File: src/rtl/sw_display_pkg.sv
// rtl/sw_display_pkg.sv - segment patterns, display FSM states and width helpers for sw_result_display
package sw_display_pkg;

  typedef logic [6:0] seg_t;

  // Active-low, bit order g..a
  localparam seg_t SEG_HEX [16] = '{
    7'h40, 7'h79, 7'h24, 7'h30, 7'h19, 7'h12, 7'h02, 7'h78,
    7'h00, 7'h10, 7'h08, 7'h03, 7'h46, 7'h21, 7'h06, 7'h0E
  };
  localparam seg_t SEG_BLANK = 7'h7F;

  typedef enum logic [1:0] {IDLE, CONV, SHOW} disp_state_e;

  function automatic int unsigned safe_clog2(input int unsigned n);
    return (n < 32'd2) ? 32'd1 : $clog2(n);
  endfunction

  // Decimal digits needed to print 2**w-1
  function automatic int unsigned dec_digits(input int unsigned w);
    longint unsigned v;
    int unsigned d;
    v = (64'd1 << w) - 64'd1;
    d = 1;
    while (v >= 64'd10) begin
      v = v / 64'd10;
      d++;
    end
    return d;
  endfunction

endpackage

File: src/rtl/bcd_double_dabble.sv
// rtl/bcd_double_dabble.sv - sequential binary-to-BCD converter, one shift per cycle, DATA_W cycles per run
module bcd_double_dabble
  import sw_display_pkg::*;
#(
  parameter int DATA_W = 18,
  parameter int DIGITS = 8
) (
  input  logic                  CLOCK,
  input  logic                  RST_N,
  input  logic                  i_start,
  input  logic [DATA_W-1:0]     i_bin,
  output logic                  o_done,
  output logic [4*DIGITS-1:0]   o_bcd
);

  localparam int CNT_W = safe_clog2(DATA_W + 1);

  logic [DATA_W-1:0] sh;
  logic [CNT_W-1:0]  cnt;

  function automatic logic [4*DIGITS-1:0] dabble(input logic [4*DIGITS-1:0] bcd, input logic bit_in);
    logic [4*DIGITS-1:0] adj;
    adj = bcd;
    for (int k = 0; k < DIGITS; k++) begin
      if (adj[4*k +: 4] >= 4'd5) adj[4*k +: 4] = adj[4*k +: 4] + 4'd3;
    end
    return {adj[4*DIGITS-2:0], bit_in};
  endfunction

  // The start cycle already performs the first shift, so a run is exactly DATA_W cycles
  always_ff @(posedge CLOCK or negedge RST_N) begin
    if (!RST_N) begin
      sh     <= '0;
      cnt    <= '0;
      o_bcd  <= '0;
      o_done <= 1'b0;
    end else if (i_start) begin
      o_bcd  <= dabble('0, i_bin[DATA_W-1]);
      sh     <= i_bin << 1;
      cnt    <= CNT_W'(DATA_W - 1);
      o_done <= (DATA_W == 1);
    end else if (cnt != '0) begin
      o_bcd  <= dabble(o_bcd, sh[DATA_W-1]);
      sh     <= sh << 1;
      cnt    <= cnt - CNT_W'(1);
      o_done <= (cnt == CNT_W'(1));
    end else begin
      o_done <= 1'b0;
    end
  end

endmodule

File: src/rtl/sw_result_display.sv
// rtl/sw_result_display.sv - score history, debounced paging key and 7-segment hex/decimal viewer
// Optional build macro SW_LEADING_ZERO_BLANK_EN blanks zero digits above the leading nonzero digit.
module sw_result_display
  import sw_display_pkg::*;
#(
  parameter int DATA_W  = 18,
  parameter int DEPTH   = 4,
  parameter int DIGITS  = 8,
  parameter int DEB_CYC = 500000
) (
  input  logic                     CLOCK,
  input  logic                     RST_N,
  input  logic                     i_valid,
  input  logic [DATA_W-1:0]        i_data,
  input  logic                     i_key_n,
  input  logic                     i_dec,
  output logic [DIGITS*7-1:0]      o_seven,
  output logic [DATA_W-1:0]        o_score,
  output logic [$clog2(DEPTH)-1:0] o_sel,
  output logic [$clog2(DEPTH):0]   o_count,
  output logic                     o_busy
);

  localparam int PTR_W = $clog2(DEPTH);
  localparam int DEB_W = safe_clog2(DEB_CYC);

  if (DIGITS < dec_digits(DATA_W)) begin : g_digits_check
    $error("sw_result_display: DIGITS=%0d cannot hold 2**%0d-1 in decimal", DIGITS, DATA_W);
  end

`ifdef SW_LEADING_ZERO_BLANK_EN
  localparam seg_t SEG_UPPER_RST = SEG_BLANK;
`else
  localparam seg_t SEG_UPPER_RST = SEG_HEX[0];
`endif

  function automatic logic [DIGITS*7-1:0] reset_seven();
    logic [DIGITS*7-1:0] s;
    for (int k = 0; k < DIGITS; k++) s[7*k +: 7] = (k == 0) ? SEG_HEX[0] : SEG_UPPER_RST;
    return s;
  endfunction

  localparam logic [DIGITS*7-1:0] SEVEN_RST = reset_seven();

  // Key synchroniser and debouncer
  logic             key_s1, key_s2, key_armed, key_pulse;
  logic [DEB_W-1:0] deb_cnt;

  always_ff @(posedge CLOCK or negedge RST_N) begin
    if (!RST_N) begin
      key_s1    <= 1'b1;
      key_s2    <= 1'b1;
      key_armed <= 1'b1;
      key_pulse <= 1'b0;
      deb_cnt   <= '0;
    end else begin
      key_s1    <= i_key_n;
      key_s2    <= key_s1;
      key_pulse <= 1'b0;
      // armed waits for DEB_CYC lows, disarmed waits for DEB_CYC highs
      if (key_s2 == key_armed) begin
        deb_cnt <= '0;
      end else if (deb_cnt == DEB_W'(DEB_CYC - 1)) begin
        deb_cnt   <= '0;
        key_armed <= ~key_armed;
        key_pulse <= key_armed;
      end else begin
        deb_cnt <= deb_cnt + DEB_W'(1);
      end
    end
  end

  // History ring
  logic [DATA_W-1:0] hist [DEPTH];
  logic [PTR_W-1:0]  wr_ptr, rd_ptr;
  logic [PTR_W:0]    sel_inc;

  assign sel_inc = {1'b0, o_sel} + (PTR_W+1)'(1);
  assign rd_ptr  = wr_ptr - PTR_W'(1) - o_sel;
  assign o_score = (o_count == '0) ? '0 : hist[rd_ptr];

  always_ff @(posedge CLOCK or negedge RST_N) begin
    if (!RST_N) begin
      for (int i = 0; i < DEPTH; i++) hist[i] <= '0;
      wr_ptr  <= '0;
      o_count <= '0;
      o_sel   <= '0;
    end else if (i_valid) begin
      hist[wr_ptr] <= i_data;
      wr_ptr       <= wr_ptr + PTR_W'(1);
      o_sel        <= '0;
      if (o_count != (PTR_W+1)'(DEPTH)) o_count <= o_count + (PTR_W+1)'(1);
    end else if (key_pulse && o_count > (PTR_W+1)'(1)) begin
      o_sel <= (sel_inc == o_count) ? '0 : sel_inc[PTR_W-1:0];
    end
  end

  // Display FSM
  disp_state_e         state, state_nxt;
  logic                fresh, snap_dec, dd_start, dd_done, load;
  logic [DATA_W-1:0]   snap_score;
  logic [4*DIGITS-1:0] dd_bcd, nibbles;
  logic [DIGITS*7-1:0] seven_nxt;
  logic [3:0]          nib;
`ifdef SW_LEADING_ZERO_BLANK_EN
  logic                seen;
`endif

  bcd_double_dabble #(.DATA_W(DATA_W), .DIGITS(DIGITS)) u_dd (
    .CLOCK   (CLOCK),
    .RST_N   (RST_N),
    .i_start (dd_start),
    .i_bin   (o_score),
    .o_done  (dd_done),
    .o_bcd   (dd_bcd)
  );

  always_ff @(posedge CLOCK or negedge RST_N) begin
    if (!RST_N) begin
      state      <= IDLE;
      fresh      <= 1'b1;
      snap_score <= '0;
      snap_dec   <= 1'b0;
      o_seven    <= SEVEN_RST;
    end else begin
      state <= state_nxt;
      if (state == IDLE && state_nxt == CONV) begin
        snap_score <= o_score;
        snap_dec   <= i_dec;
        fresh      <= 1'b0;
      end
      if (load) o_seven <= seven_nxt;
    end
  end

  always_comb begin
    state_nxt = state;
    dd_start  = 1'b0;
    load      = 1'b0;
    case (state)
      IDLE: if (fresh || o_score != snap_score || i_dec != snap_dec) begin
        state_nxt = CONV;
        dd_start  = i_dec;
      end
      CONV: if (!snap_dec || dd_done) begin
        state_nxt = SHOW;
        load      = 1'b1;
      end
      SHOW:    state_nxt = IDLE;
      default: state_nxt = IDLE;
    endcase
  end

  assign o_busy = (state == CONV) && snap_dec;

  always_comb begin
    seven_nxt = '0;
    nib       = '0;
    nibbles   = snap_dec ? dd_bcd : (4*DIGITS)'(snap_score);
`ifdef SW_LEADING_ZERO_BLANK_EN
    seen = 1'b0;
`endif
    for (int k = DIGITS - 1; k >= 0; k--) begin
      nib = nibbles[4*k +: 4];
`ifdef SW_LEADING_ZERO_BLANK_EN
      seen = seen || (nib != 4'd0) || (k == 0);
      seven_nxt[7*k +: 7] = seen ? SEG_HEX[nib] : SEG_BLANK;
`else
      seven_nxt[7*k +: 7] = SEG_HEX[nib];
`endif
    end
  end

endmodule

File: config.mk
export PLATFORM = sky130hd
export DESIGN_NAME = sw_result_display
export DESIGN_NICKNAME = d
export VERILOG_FILES = /design/src/rtl/sw_display_pkg.sv /design/src/rtl/bcd_double_dabble.sv /design/src/rtl/sw_result_display.sv
export SDC_FILE = /design/constraint.sdc
export NUM_CORES = 1
export LEC_CHECK = 0
export ABC_AREA = 1
export CORE_MARGIN = 4
export CORE_UTILIZATION = 35
export DETAILED_ROUTE_END_ITERATION = 8
export DONT_BUFFER_PORTS = 1
export GPL_TIMING_DRIVEN = 0
export PLACE_DENSITY = 0.53
export SLEW_MARGIN = 20
export SYNTH_ARGS = -nofsm -noshare
export SYNTH_HDL_FRONTEND = slang
export SYNTH_SLANG_ARGS = --single-unit
File: constraint.sdc
create_clock -name CLOCK -period 5.7 [get_ports CLOCK]
set_input_delay 0.57 -clock CLOCK [delete_from_list [all_inputs] [get_ports CLOCK]]
set_output_delay 0.57 -clock CLOCK [all_outputs]
set_load 0.005 [all_outputs]
After elaboration in Yosys (flattened, before gate mapping)
Memory sizes are Yosys's and may differ from the RTL's. A register that Yosys moved wholly into a read port is not among the register bits.
Index checks and enable logic that the tools add are counted.

storage, ports and cells
  memories kept = 8
  output and inout port bits = 80
  bits in registers = 180
  bits of input ports = 23
  ROM bits = 896

cells by class
  reductions and logical operators = 23
  bitwise gates (word level) = 12
  order comparisons = 12
  mux-type cells = 38
  $add $sub $neg = 15
  equality and inequality tests = 9

memory list
  memory           depth  bits a word  rd ports  clocked after Yosys merged registers in  write ports  line                      text
  (no name shown)  16     7            1         1                                        0            sw_result_display.sv:169  seven_nxt[7*k +: 7] = SEG_HEX[nib];
  (no name shown)  16     7            1         1                                        0            sw_result_display.sv:169
  (no name shown)  16     7            1         1                                        0            sw_result_display.sv:169
  (no name shown)  16     7            1         1                                        0            sw_result_display.sv:169
  (no name shown)  16     7            1         1                                        0            sw_result_display.sv:169
  (no name shown)  16     7            1         1                                        0            sw_result_display.sv:169
  2 more memories  n/a    n/a          n/a       n/a                                      n/a          n/a

operators by type and width
  kind                     count
  $mux W18                 6
  $mux W32                 3
  $bwmux W72               1
  $not A4 Y5               8
  $mux W19                 2
  $bmux W18 S2             1
  $demux W18 S2            1
  $ge A4 B3 Y1 const B     8
  $add A4 B2 Y4 const B    7
  $mux W4                  7
  $add A19 B1 Y19 const B  1
  $eq A19 B19 Y1 const B   1
  $ne A18 B18 Y1           1
  $mux W2                  5
  $mux W5                  2
  $logic_not A1 Y1         9
  $mux W1                  8
  $ge A3 B3 Y1 const B     2
  $not A2 Y3               2
  $eq A5 B1 Y1 const B     1
  $reduce_bool A5 Y1       1
  $sub A5 B1 Y5 const B    1
  $eq A2 B1 Y1 const B     2
  $logic_and A1 B1 Y1      4
  other kinds (20)         25

Depth between registers and ports, before layout
  depth after elaboration = 14
  gate-level depth with buffers = 22
  depth with buffers taken out = 20

Modules after synthesis
From an unflattened synthesis, not the netlist that was laid out.

second synthesis, totals
  cell total of the unflattened synthesis = 1776
  area, all modules = 13441.6 µm²

modules (own cells, without submodules)
  module             times used  sequential area each (µm²)  cells each  area each (µm²)
  sw_result_display  1           4519.3                      1337        10257.3
  bcd_double_dabble  1           1376.3                      439         3184.3

Least setup slack after synthesis
No wires, ideal clock.

  path kind = reg2reg
  start point = register o_sel[0]
  end point = register u_dd.sh[9]
  cell stages (with the launch flop) = 23
  data arrival time = 2415 ps
  library setup time = 125 ps
  setup slack = 3160 ps
  path through = dfrtp_1 -> inv_1 -> ha_1 -> buf_2 -> inv_2 -> buf_2 -> nand2_1 -> nand2_1 -> nand3_1 -> nand2_1 -> nand2_1 -> nand2_1 -> nand2_1 -> nor2_1 -> nand2_1 -> nor2_1 -> nand3_2 -> nand2_2 -> buf_6 -> nor2_8 -> buf_6 -> nand2_1 -> nand3_1

between the ends
  cells in the longest elaborated chain, start to end = 12

ends and longest elaborated chain
  element                                         line                      text
  start, declared                                 sw_result_display.sv:19   output logic [$clog2(DEPTH)-1:0] o_sel,
  start signal, assigned                          sw_result_display.sv:94   o_sel <= (sel_inc == o_count) ? '0 : sel_inc[PTR_W-1:0];
  $sub A2 B2 Y2 *                                 sw_result_display.sv:79   assign rd_ptr = wr_ptr - PTR_W'(1) - o_sel;
  $not A2 Y3 (not written as such) *              sw_result_display.sv:80   assign o_score = (o_count == '0) ? '0 : hist[rd_ptr];
  $bmux W18 S2 *                                  sw_result_display.sv:80
  $mux W18 (not written as such) * (2 in a row)   sw_result_display.sv:80
  $mux W18 *                                      sw_result_display.sv:80
  $ne A18 B18 Y1                                  sw_result_display.sv:141  IDLE: if (fresh || o_score != snap_score || i_dec != snap_dec) begin
  $logic_or A1 B1 Y1 (2 in a row)                 sw_result_display.sv:141
  $mux W1                                         sw_result_display.sv:141
  $mux W1                                         sw_result_display.sv:140  case (state)
  $mux W18 or $reduce_bool A2 Y1 (tied branches)  n/a
  end signal, assigned                            bcd_double_dabble.sv:39   sh <= i_bin << 1;
  end signal, assigned                            bcd_double_dabble.sv:44   sh <= sh << 1;
  end, declared                                   bcd_double_dabble.sv:18   logic [DATA_W-1:0] sh;

Mark *: on every way between the ends. The rest lies on a longest branch, timed or not. The select of a mux whose other input is x is not followed.
A chain may end at the register's enable or synchronous reset.

Worst setup path in the final report
  start point = register o_sel[0]
  end point = register u_dd.sh[10]

Same word-level chain as after synthesis.

==> run summary <==
Max Clk Rate = 287 MHz
status = finished, violations left
final slew viol count = 0
R2R Path Start = o_sel[0]
site row count = 71
Mapped Cells = 1739
reg2reg path depth = 18
Initial Util = 35.6%
Final Cycle Share = 61.2%
H-Tree Depth = 1
wire length of the first global-routing pass = 62.3 mm
type of the most critical hold path = input pin to async pin
Tot GR Track Use = 18.6%
setup TNS = 0 ps
drt pass-1 iters = 5
crit path time final = 3490 ps
largest net degree at the start of global routing = 236
worst-path fanout max = 10
Worst R2R End = u_dd.sh[10]
CP Data Required Time = 6210 ps
post-DR wirelength/cell = 17.0 um
hold buffers post-CTS = 1
gr ovfl total = 0
Crit. End Element = flop
syn_nets = 1839
Tot Pwr = 10300 uW
post-CTS sizing = 0
CP arrival = 4000 ps
initial DRC count = 738
Slew @ Worst Pin = 938 ps
number of inserted diodes = 0
Vias = 11600
cells along the critical path = inv_1 -> ha_1 -> buf_2 -> inv_2 -> buf_2 -> o21ai_0 -> nand3_1 -> nand3_1 -> nand2_1 -> nand2_1 -> nor2_1 -> nand2_1 -> nor2_1 -> nand3_2 -> nand3_2 -> clkbuf_1 -> nand2_1 -> nand3_1
DR vias/cell = 5.02
most frequent CP cell = nand2_1
Num CTS Buffers = 30
clk root buf = clkbuf_16
area fraction of the dominant cell type after synthesis = 41.5%
Max-Cap Viols = 0
vias in the first global route = 11300
Distinct cells, synth = 46
CTS Buffer Depth = 3
Crit Path Category = flop to flop
share of cells above drive strength 1 = 6.24%
die area = 41700 um2
Fin. Hold Viols = 226
PortBufs = 0
Slowest Stage Delay on Critical Path = 440 ps
Max VDD drop = 0.000267 V
Ys Warns = 0
setup violators final = 0
Die Y = 204 um
flops & latches, synth = 235
syn_area_per_cell = 7.74 um2
CTS tree = yes
Setup Skew = 10.5 ps
power density cells = 680 nW/um2
Layout area overhead = 12.6%
post-synthesis cell area = 13500 um2
Detailed Place HPWL = 28.3 mm
Worst R2R Setup Slack = 2210 ps
failing checks = negative hold slack
RSZ-0062 raised after global routing = no
Leak Pwr = 0.00756 uW
Final GP Congestion = 0.873
startpoint types = flop
headroom to the max-slew limit = 36.8%
final wirelength = 39.3 mm
final net count = 1872
detailed-route DRC error count = 0
post-synthesis cell type with the largest combined area = dfrtp_1
critical path's slowest cell = dfrtp_1
Placeable Area = 37800 um2
antenna viol nets, final = 0
initial antenna violation count = 0
Reg clk slew, reported paths = 60 ps
Synth area leaders = dfrtp_1, nand2_1, o21ai_0
clock sinks = 235
sequential cell area fraction in the yosys report = 43.8%
Clk Latency, worst-skew pair = 580 ps
# IOs = 103
Min Hold Slack = -301 ps
Die Width = 204 um
==> cell families (layout without fill, tap and decap cells) <==
logic type                 Yosys count  in the layout  share of synthesized area (%)
AOI/OAI and AO/OA                  383            383                           15.7
xor gates and xnor gates            24             24                           1.56
adders and majority gates           77             77                           7.16
buffers and inverters              307            364                           9.06
DFF                                235            235                           43.8
muxes                                4              4                          0.298
and+or+nand+nor                    709            709                           22.4
==> stage by stage <==
| stage | setup slack (ps) | util, % | area [um2] | instances | hold WS (ps) |
|---|---|---|---|---|---|
| CTS | 2110 | 40.1 | 15200 | 2307 | -321 |
| floorplan | 3160 | - | 13500 | 1739 | 274 |
| global route | 1840 | 40.1 | 15200 | 2307 | -321 |
| global placement | 2170 | 37.3 | 14100 | 2250 | 291 |
| finish | 2210 | 40.1 | 15200 | 2307 | -301 |
| detailed placement | 2150 | 37.3 | 14100 | 2250 | 290 |
==> state kept, by name (all words and copies together) (netlist names), 2 cells and up <==
register	cells
hist	72
o_seven	56
u_dd.o_bcd	32
deb_cnt	19
snap_score	18
u_dd.sh	17
u_dd.cnt	5
o_count	3
o_sel	2
state	2
wr_ptr	2
==> power breakdown <==
group          switching, uW  internal, uW  total (uW)
Clock                    763          1240        2010
Combinational           3670          1670        5340
Sequential               572          2390        2970
Total                   5000          5310       10300
==> Yosys cell counts (all sizes together) <==
library cell and count:
a21oi 69, nand2 433, nand3 99, o31ai 5, a211oi 4, nand4 23, inv 239, o221ai 1
a21boi 14, or2 2, and3 1, a22o 3, clkinv 2, o221a 1, dfrtp 223, clkbuf 46
o211ai 22, o21bai 2, o22ai 7, o21a 2, xor2 19, and3b 1, nor4 5, nor3 14
mux2i 4, ha 77, nor2 126, dfstp 12, buf 20, a31oi 24, o21ai 224, nand3b 3
o22a 1, a22oi 4, xnor2 5, nor3b 2
==> worst max-delay path by stage <==
stage / startpoint / to
floorplan: o_sel[0] / u_dd.sh[9]
CTS: o_sel[0] / u_dd.sh[4]
global route: o_sel[0] / u_dd.sh[4]
detailed placement: o_sel[0] / u_dd.sh[10]
global placement: o_sel[0] / snap_score[16]
finish: o_sel[0] / u_dd.sh[10]
==> repair_timing <==
item,4_1_cts,5_1_grt
endpoints found under the setup margin,0,0
endpoints found under the hold margin,236,231
buffers inserted,0,0
==> layout make-up <==
type                    instances  area [um2]
well taps                     511         639
flip-flops and latches        235        5900
inverters                     241         905
fillers                      3974       22600
multi-input cells            1197        6340
plain buffers                  66         315
repair buffers                  1        10.0
clock inverters                16         219
clock buffers                  40         828
==> worst max-delay path, delay by kind of cell, from the launching register on <==
kind                       cells  cell delay, ps
DFF                            1             440
AOI/OAI and AO/OA              1             170
and+or+nand+nor               11            1380
buffers and inverters          5            1140
adders and majority gates      1             290
==> placed cells by master, fill, tap and decap left out, types with 5 or more instances in the layout <==
master,count
nand2_1,421
o21ai_0,212
xnor2_1,5
xor2_1,19
nor3_1,14
nand3_2,12
bufinv_16,5
nand4_1,23
ha_1,77
nor2_1,125
o31ai_1,5
nand3_1,87
dfrtp_1,223
dfstp_2,12
o211ai_1,22
a21boi_0,14
o21ai_1,12
clkbuf_1,51
buf_4,7
clkinv_2,9
nor4_1,5
clkbuf_16,30
buf_2,8
a31oi_1,24
nand2_2,11
inv_1,237
a21oi_1,69
o22ai_1,7
==> layer usage <==
metal / track usage [%] / vias to the layer above / wire length [um]
li1: - / 5728 / -
met1: 25.1 / 5449 / 17500
met2: 29.6 / 333 / 17400
met3: 4.79 / 68 / 3180
met4: 5.29 / 0 / 1210
met5: 0 / - / 0
Note: power is estimated with default switching activity, not from simulation.
